### config.mk
export PLATFORM = sky130hd
export DESIGN_NAME = avst_latency_sink
export DESIGN_NICKNAME = d
export VERILOG_FILES = /design/src/rtl/avst_latency_sink.sv
export SDC_FILE = /design/constraint.sdc
export NUM_CORES = 1
export LEC_CHECK = 0
export CELL_PAD_IN_SITES_DETAIL_PLACEMENT = 1
export CELL_PAD_IN_SITES_GLOBAL_PLACEMENT = 1
export CORE_MARGIN = 2
export CORE_UTILIZATION = 58
export DETAILED_ROUTE_END_ITERATION = 7
export GPL_TIMING_DRIVEN = 0
export HOLD_SLACK_MARGIN = 0.03
export PLACE_DENSITY = 0.85
export SYNTH_ARGS = -nofsm -noshare
export SYNTH_HDL_FRONTEND = slang
export SYNTH_SLANG_ARGS = --single-unit
export TNS_END_PERCENT = 1
### constraint.sdc
create_clock -name clk -period 10.31 [get_ports clk]
set_input_delay 1.031 -clock clk [delete_from_list [all_inputs] [get_ports clk]]
set_output_delay 1.031 -clock clk [all_outputs]
set_load 0.1 [all_outputs]
### src/rtl/avst_latency_sink.sv
// Avalon-ST sink honouring a fixed ready latency, feeding a show-ahead buffer.
// Define AVST_SINK_ERR_CHECK_EN to drop beats sent without a matching ready and flag err.
module avst_latency_sink #(
  parameter int unsigned DATABITS_PER_SYMBOL = 8,
  parameter int unsigned SYMBOLS_PER_BEAT    = 4,
  parameter int unsigned READY_LATENCY       = 3,
  parameter int unsigned DEPTH               = 4
) (
  input  logic                                            clk,
  input  logic                                            rst,
  input  logic [SYMBOLS_PER_BEAT*DATABITS_PER_SYMBOL-1:0] data,
  input  logic                                            valid,
  output logic                                            ready,
  output logic [SYMBOLS_PER_BEAT*DATABITS_PER_SYMBOL-1:0] out_data,
  output logic                                            out_valid,
  input  logic                                            out_ready,
  output logic [DEPTH:0]                                  fill,
  output logic                                            err
);

  localparam int unsigned WIDTH   = SYMBOLS_PER_BEAT * DATABITS_PER_SYMBOL;
  localparam int unsigned ENTRIES = 1 << DEPTH;
  localparam int unsigned HISTW   = (READY_LATENCY > 0) ? READY_LATENCY : 1;
  localparam int unsigned SUMW    = DEPTH + 5;

  localparam logic [DEPTH-1:0] PTR_ONE    = DEPTH'(1);
  localparam logic [DEPTH:0]   FILL_ONE   = (DEPTH+1)'(1);
  localparam logic [DEPTH:0]   FILL_FULL  = (DEPTH+1)'(ENTRIES);
  localparam logic [3:0]       GUARD_INIT = 4'(READY_LATENCY + 1);

  logic [WIDTH-1:0] mem [ENTRIES];
  logic [DEPTH-1:0] wptr_q, rptr_q;
  logic [DEPTH:0]   fill_q, fill_d;
  logic [HISTW-1:0] hist_q, hist_d;
  logic             ready_q, ready_d;
  logic [3:0]       guard_q;
  logic [3:0]       grants;
  logic [SUMW-1:0]  commit;
  logic             legal, full, pop, wr;

  always_comb begin
    // hist_q[k] holds ready from k+1 cycles ago
    legal = (READY_LATENCY == 0) ? ready_q : hist_q[HISTW-1];
    full  = (fill_q == FILL_FULL);
    pop   = out_ready && (fill_q != '0);
`ifdef AVST_SINK_ERR_CHECK_EN
    wr    = !rst && valid && legal && (guard_q == '0) && (!full || pop);
`else
    wr    = !rst && valid && (guard_q == '0) && (!full || pop);
`endif

    fill_d = fill_q;
    if (wr && !pop) begin
      fill_d = fill_q + FILL_ONE;
    end else if (!wr && pop) begin
      fill_d = fill_q - FILL_ONE;
    end

    // Grants already issued whose beats have not yet arrived
    grants = '0;
    if (READY_LATENCY > 0) begin
      grants = {3'b000, ready_q};
      for (int i = 0; i + 1 < int'(READY_LATENCY); i++) begin
        grants = grants + {3'b000, hist_q[i]};
      end
    end

    commit  = SUMW'(fill_d) + SUMW'(grants);
    ready_d = (commit < SUMW'(ENTRIES));

    hist_d    = hist_q;
    hist_d[0] = ready_q;
    for (int i = 1; i < int'(HISTW); i++) begin
      hist_d[i] = hist_q[i-1];
    end
  end

  always_ff @(posedge clk) begin
    if (rst) begin
      wptr_q  <= '0;
      rptr_q  <= '0;
      fill_q  <= '0;
      hist_q  <= '0;
      ready_q <= 1'b0;
      guard_q <= GUARD_INIT;
    end else begin
      if (wr) begin
        wptr_q <= wptr_q + PTR_ONE;
      end
      if (pop) begin
        rptr_q <= rptr_q + PTR_ONE;
      end
      fill_q  <= fill_d;
      hist_q  <= hist_d;
      ready_q <= ready_d;
      // Beats landing before the first post-reset grant can mature are ignored
      if (guard_q != '0) begin
        guard_q <= guard_q - 4'd1;
      end
    end
  end

  always_ff @(posedge clk) begin
    if (wr) begin
      mem[wptr_q] <= data;
    end
  end

`ifdef AVST_SINK_ERR_CHECK_EN
  logic err_q;

  always_ff @(posedge clk) begin
    if (rst) begin
      err_q <= 1'b0;
    end else if (valid && !legal && (guard_q == '0)) begin
      err_q <= 1'b1;
    end
  end

  assign err = err_q;
`else
  logic unused_legal;
  assign unused_legal = legal;
  assign err          = 1'b0;
`endif

  assign ready     = ready_q;
  assign out_valid = (fill_q != '0);
  assign out_data  = mem[rptr_q];
  assign fill      = fill_q;

endmodule
==> flow_metrics.env, run 1 <==
export IMPL_place_inst=1421
export IMPL_wl_per_cell_um=35.5
export IMPL_p_int_w=0.00404
export IMPL_gp_routability_congestion=0.750
export IMPL_cts_hold_buffers=0
export IMPL_drv_cap=0
export IMPL_ant_nets=0
export IMPL_synth_edff_count=512
export IMPL_synth_compound_area_frac=0.00618
export IMPL_coreArea_sq_mm=0.0346
export IMPL_finalHoldWorstSlack_ns=0.511
export IMPL_wirelength_um=53900
export IMPL_syn_cell_area_sq_mm=0.0204
export IMPL_p_sw_w=0.00173
export IMPL_grt_overflow=0
export IMPL_die_w_um=192
export IMPL_finalClockSkew_ns=0.0163
export IMPL_slowest_delay_ns=1.01
export IMPL_synth_main_ff_cell="edfxtp_1"
export IMPL_synth_seq_area_share=0.776
export IMPL_die_area_sq_mm=0.0367
export IMPL_cts_buffers_inserted=52
export IMPL_timing_fmax_ghz=0.183
export IMPL_worst_path_max_fanout=10
export IMPL_power_share_switching=0.300
export IMPL_synth_area_top_cells="edfxtp_1 75%, mux4_2 18%, dfxtp_1 2.4%, ha_1 0.67%, nor2_1 0.51%"
export IMPL_synthCells=864
export IMPL_cts_resized=0
export IMPL_portBuffers=74
export IMPL_post_cts_repair_setup_buffers=0
export IMPL_synth_xor_area_frac=0.00471
export IMPL_clkPwrFrac=0.346
export IMPL_drc=0
export IMPL_synth_distinct_cells=41
export IMPL_fin_cells=1520
export IMPL_num_vias=10300
export IMPL_syn_avg_cell_area_sq_um=23.6
export IMPL_drtIter0Drc=1327
export IMPL_tns_ns=0
export IMPL_worstPathRequired_ns=9.28
export IMPL_drive_gt1_frac=0.287
export IMPL_synth_top_family_by_area="multiplexers"
export IMPL_ys_seq_elements=536
export IMPL_grt_pass1_vias=11100
export IMPL_fin_crit_ns=5.45
export IMPL_outcome="finished, final reports clean"
export IMPL_die_h_um=192
export IMPL_path_cells="buf_2, buf_1, mux4_2, mux4_2, clkdlybuf4s50_1"
export IMPL_clkTransAtPathRegs_ns=0.07
export IMPL_finalSetupViolations=0
export IMPL_cp_top_family="buffers and inverters"
export IMPL_clock_path_buffers=3
export IMPL_critPathLaunchType="register"
export IMPL_synthSimpleGateAreaFrac=0.0157
export IMPL_antenna_found_initial=1
export IMPL_first_pass_iters=5
export IMPL_cp_end_kind="output port"
export IMPL_combPwrFrac=0.231
export IMPL_grt_pass1_wl_um=78300
export IMPL_yosysTopAreaCell="edfxtp_1"
export IMPL_cts_root_buf="clkbuf_16"
export IMPL_clk_latency_ns=0.58
export IMPL_worstHoldPathType="register to register"
export IMPL_worst_pin_slew_ns=1.26
export IMPL_rsz0062_at_grt="no"
export IMPL_final_core_util=0.696
export IMPL_pwr_density_cell_mw_per_mm2=239
export IMPL_start_util=0.590
export IMPL_period_share=0.529
export IMPL_setup_worst_path_class="register to output port"
export IMPL_finalHoldViolCount=0
export IMPL_cp_common_cell="mux4_2"
export IMPL_crit_arrival_ns=4.42
export IMPL_syn_nets=912
export IMPL_areaGrowthSynthToFinish_pct=18.0
export IMPL_pwr_share_seq=0.424
export IMPL_synthArstFlopShare=0
export IMPL_viasPerCell=6.74
export IMPL_dp_hpwl_um=30700
export IMPL_fillers=2589
export IMPL_synth_area_mux_share=0.177
export IMPL_cts_sinks=536
export IMPL_final_nets=1068
export IMPL_slowest_stage="clkdlybuf4s50_1"
export IMPL_synth_top_area_share=0.752
export IMPL_ioPinCount=76
export IMPL_grt_use_total=0.308
export IMPL_htreeDepth=2
export IMPL_timing_max_slew_rel_slack=0.158
export IMPL_fp_row_count=68
export IMPL_p_leak_nw=7.42
export IMPL_grt_max_degree=23
export IMPL_critPathBufInv=3
export IMPL_yosys_area_share_adder=0.00876
export IMPL_yosysWarnings=0
export IMPL_finalPower_w=0.00577
export IMPL_cts_tree="done"
export IMPL_peakVddDrop_uv=169
export IMPL_slew_viol_final=0
## cell usage in the layout (no fill, tap or decap), types with 2 or more instances in the layout
master,count
clkinv_4,3
nor3_2,4
xor2_1,5
inv_1,14
a31oi_1,2
nand3_1,2
buf_1,6
nand2_1,10
nor3b_1,2
bufinv_16,8
nand4_1,2
mux4_2,160
buf_16,7
buf_2,10
nor3_1,4
nand2b_1,3
nor2_4,12
buf_6,15
ha_1,11
dfxtp_1,24
clkbuf_16,53
clkinv_1,8
nor2b_1,2
inv_6,3
edfxtp_1,512
clkdlybuf4s50_1,74
buf_12,5
a21oi_1,4
buf_8,2
clkinvlp_4,4
clkinv_2,12
o22ai_1,2
xnor2_1,6
o21ai_0,6
and2_4,2
clkbuf_1,32
nor2_1,16
## path summary, 6_finish.rpt
check             start          end  slack, ns  depth (start not counted)
max reg2reg  guard_q[0]   mem[3][15]       6.38                         10
min           hist_q[0]    hist_q[1]       0.51                          1
max            register  out_data[4]       4.86                          5
min reg2reg   hist_q[0]    hist_q[1]       0.51                          1
## sequential cells by signal, summed over array words and instances, names as in the netlist, named ones only
name and flops:
rptr_q 4, wptr_q 4, ready 1, hist_q 2, mem 512, fill 5
guard_q 4
## power groups by stage
| stage | registers [W] | logic [W] | clock network (W) |
|---|---|---|---|
| global route | 0.00245 | 0.00139 | 0.00207 |
| global placement | 0.00249 | 0.00125 | 0 |
| finish | 0.00244 | 0.00133 | 0.00199 |
| floorplan | 0.00254 | 0.000899 | 0 |
| CTS | 0.00244 | 0.00134 | 0.00200 |
| detailed placement | 0.00249 | 0.00130 | 0 |
## worst reg2reg max path: cells and delay by family (launching register included)
family | cells | cell delay, ns
AO/OA/AOI/OAI | 1 | 0.53
AND/OR/NAND/NOR | 3 | 1.66
buffers and inverters | 5 | 0.92
flip-flops | 1 | 0.33
adder cells (fa/ha/maj) | 1 | 0.19
## area by class of cell
type / instances / area (sq um) / area share
sequential: 536 / 15900 / 0.658
multi-input combinational: 271 / 4450 / 0.185
clock inverter: 38 / 413 / 0.0171
tap: 455 / 569 / 0.0236
timing repair buffer: 102 / 1220 / 0.0507
antenna: 1 / 2.50 / 0.000104
buffer: 43 / 185 / 0.00768
clock buffer: 60 / 1350 / 0.0561
inverter: 14 / 52.6 / 0.00218
## cell usage after synthesis, types with 3 or more instances
library cell / n
dfxtp_1: 24
buf_1: 6
xor2_1: 5
nor2_1: 28
nor3_1: 8
mux4_2: 160
a21oi_1: 4
ha_1: 11
o21ai_0: 6
inv_1: 14
clkbuf_1: 25
nand2_1: 10
buf_2: 10
nand2b_1: 3
edfxtp_1: 512
xnor2_1: 6
## layer usage
metal / up-vias / track usage / part of all wire
li1: 3988 / - / -
met4: 0 / 0.134 / 0.042
met3: 148 / 0.0521 / 0.083
met2: 639 / 0.503 / 0.51
met1: 5476 / 0.418 / 0.37
met5: - / 0 / 0
## cell families (layout without fill, tap and decap cells)
family / count (synthesis) / count (layout)
AND/OR/NAND/NOR: 65 / 65
other: 1 / 2
multiplexers: 161 / 161
flip-flops: 536 / 536
buffers and inverters: 57 / 257
XOR/XNOR: 11 / 11
AO/OA/AOI/OAI: 19 / 19
adder cells (fa/ha/maj): 14 / 14
## through the flow
stage,area (sq um),setup slack (ns)
finish,24100,4.86
detailed placement,22300,5.56
global route,24100,4.72
global placement,21700,2.35
floorplan,20400,5.22
CTS,24100,4.82
Power figures use the tool's default switching activity.
==> inputs of run 2 (changes only) <==
--- a/config.mk
+++ b/config.mk
@@ -8,11 +8,11 @@
 export CELL_PAD_IN_SITES_DETAIL_PLACEMENT = 1
 export CELL_PAD_IN_SITES_GLOBAL_PLACEMENT = 1
 export CORE_MARGIN = 2
-export CORE_UTILIZATION = 58
+export CORE_UTILIZATION = 54
 export DETAILED_ROUTE_END_ITERATION = 7
 export GPL_TIMING_DRIVEN = 0
 export HOLD_SLACK_MARGIN = 0.03
-export PLACE_DENSITY = 0.85
+export PLACE_DENSITY = 0.8
 export SYNTH_ARGS = -nofsm -noshare
 export SYNTH_HDL_FRONTEND = slang
 export SYNTH_SLANG_ARGS = --single-unit
==> constraint.sdc (replaced) <==
create_clock -name clk -period 5.43 [get_ports clk]
set_input_delay 0.543 -clock clk [delete_from_list [all_inputs] [get_ports clk]]
set_output_delay 0.543 -clock clk [all_outputs]
set_load 0.1 [all_outputs]
==> flow_metrics.env, run 2 (synthesized netlist as in run 1, its figures left out) <==
export IMPL_cts_sinks=536
export IMPL_cts_hold_buffers=0
export IMPL_top_register="mem"
export IMPL_grt_pass1_vias=10700
export IMPL_antenna_found_initial=0
export IMPL_tns_ns=0
export IMPL_rsz0062_at_grt="no"
export IMPL_clk_latency_ns=0.59
export IMPL_cts_resized=0
export IMPL_p_int_w=0.00734
export IMPL_drv_cap=0
export IMPL_drive_gt1_frac=0.275
export IMPL_worstHoldPathType="register to register"
export IMPL_num_vias=9751
export IMPL_clkPwrFrac=0.322
export IMPL_drc=0
export IMPL_combPwrFrac=0.235
export IMPL_fillers=3034
export IMPL_die_area_sq_mm=0.0394
export IMPL_peakVddDrop_uv=263
export IMPL_die_w_um=199
export IMPL_grt_max_degree=23
export IMPL_timing_max_slew_rel_slack=0.197
export IMPL_dp_hpwl_um=29700
export IMPL_finalPower_w=0.0105
export IMPL_pwr_density_cell_mw_per_mm2=438
export IMPL_worst_path_max_fanout=10
export IMPL_die_h_um=199
export IMPL_grt_use_total=0.262
export IMPL_first_pass_iters=7
export IMPL_regArea_sq_mm=0.0159
export IMPL_worst_pin_slew_ns=1.20
export IMPL_worstPathRequired_ns=4.89
export IMPL_final_nets=1067
export IMPL_fin_crit_ns=4.90
export IMPL_ioPinCount=76
export IMPL_clock_path_buffers=3
export IMPL_ant_nets=0
export IMPL_multi_input_area_sq_mm=0.00445
export IMPL_coreArea_sq_mm=0.0375
export IMPL_areaGrowthSynthToFinish_pct=17.0
export IMPL_p_leak_nw=7.28
export IMPL_drtIter0Drc=1038
export IMPL_slew_viol_final=0
export IMPL_setup_worst_path_class="register to output port"
export IMPL_cp_end_kind="output port"
export IMPL_outcome="finished, final reports clean"
export IMPL_period_share=0.902
export IMPL_portBuffers=74
export IMPL_post_cts_repair_setup_buffers=0
export IMPL_pwr_share_seq=0.443
export IMPL_start_util=0.545
export IMPL_fp_row_count=71
export IMPL_gp_routability_congestion=0.733
export IMPL_wirelength_um=49300
export IMPL_p_sw_w=0.00312
export IMPL_final_core_util=0.638
export IMPL_layout_commonest_cell="edfxtp_1"
export IMPL_critPathLaunchType="register"
export IMPL_most_common_layout_cells="512 x edfxtp_1, 160 x mux4_2, 74 x clkdlybuf4s50_1"
export IMPL_crit_arrival_ns=4.36
export IMPL_cts_root_buf="clkbuf_16"
export IMPL_clkTransAtPathRegs_ns=0.06
export IMPL_finalHoldViolCount=0
export IMPL_finalSetupViolations=0
export IMPL_cts_tree="done"
export IMPL_largest_register_ff_count=512
export IMPL_diodes=0
export IMPL_grt_pass1_wl_um=72200
export IMPL_grt_overflow=0
export IMPL_timing_fmax_ghz=0.204
export IMPL_htreeDepth=2
export IMPL_wl_per_cell_um=31.4
export IMPL_power_share_switching=0.298
export IMPL_finalClockSkew_ns=0.0150
export IMPL_viasPerCell=6.21
export IMPL_cts_buffers_inserted=51
==> run 2: cell types whose count changed in the layout (fill, tap and decap cells not counted), sizes merged <==
cell      delta
clkbuf       +2
clkinv       -2
diode        -1
clkinvlp     +1
inv          -1
bufinv       -6
==> run 2: path summary, 6_finish.rpt <==
path,startpoint,end,slack (ns),cells past startpoint
max,register,out_data[12],0.53,5
min,hist_q[0],hist_q[1],0.49,1
max reg2reg,guard_q[0],mem[0][11],1.59,10
min reg2reg,hist_q[0],hist_q[1],0.49,1
==> run 2: power groups by stage <==
stage	registers (W)	logic, W	clock network, W
6_report	0.00464	0.00246	0.00337
3_5_place_dp	0.00472	0.00246	0
2_1_floorplan	0.00482	0.00171	0
5_1_grt	0.00464	0.00258	0.00356
3_3_place_gp	0.00472	0.00239	0
4_1_cts	0.00464	0.00249	0.00343
==> run 2: layout make-up <==
type	instances	share of cell area
buffer	43	0.00775
clock buffer	62	0.0564
clock inverter	30	0.00895
inverter	14	0.00220
multi-input combinational	271	0.186
sequential	536	0.663
tap	511	0.0268
timing repair buffer	102	0.0483
==> run 2: per-layer routing <==
layer | GRT usage | vias to the layer above | routed length [um]
met2 | 0.456 | 483 | 25800
met5 | 0 | - | 0
li1 | - | 3970 | -
met4 | 0.0813 | 0 | 1320
met1 | 0.344 | 5200 | 18600
met3 | 0.0417 | 98 | 3500
==> run 2: worst max-delay path, stage by stage, from the launching register on <==
cell and delay, ns:
dfxtp_1 0.38, buf_2 0.30, buf_1 0.93, mux4_2 0.63
mux4_2 0.51, clkdlybuf4s50_1 1.01
==> run 2: metrics by stage <==
step	cell area [sq um]	setup WS (ns)	cells	hold WS (ns)
3_5_place_dp	22300	1.19	1477	0.469
3_3_place_gp	21800	-2.10	1449	0.465
5_1_grt	23900	0.391	1569	0.503
6_report	23900	0.531	1569	0.491
4_1_cts	23900	0.451	1569	0.492
2_1_floorplan	20400	0.340	864	0.439
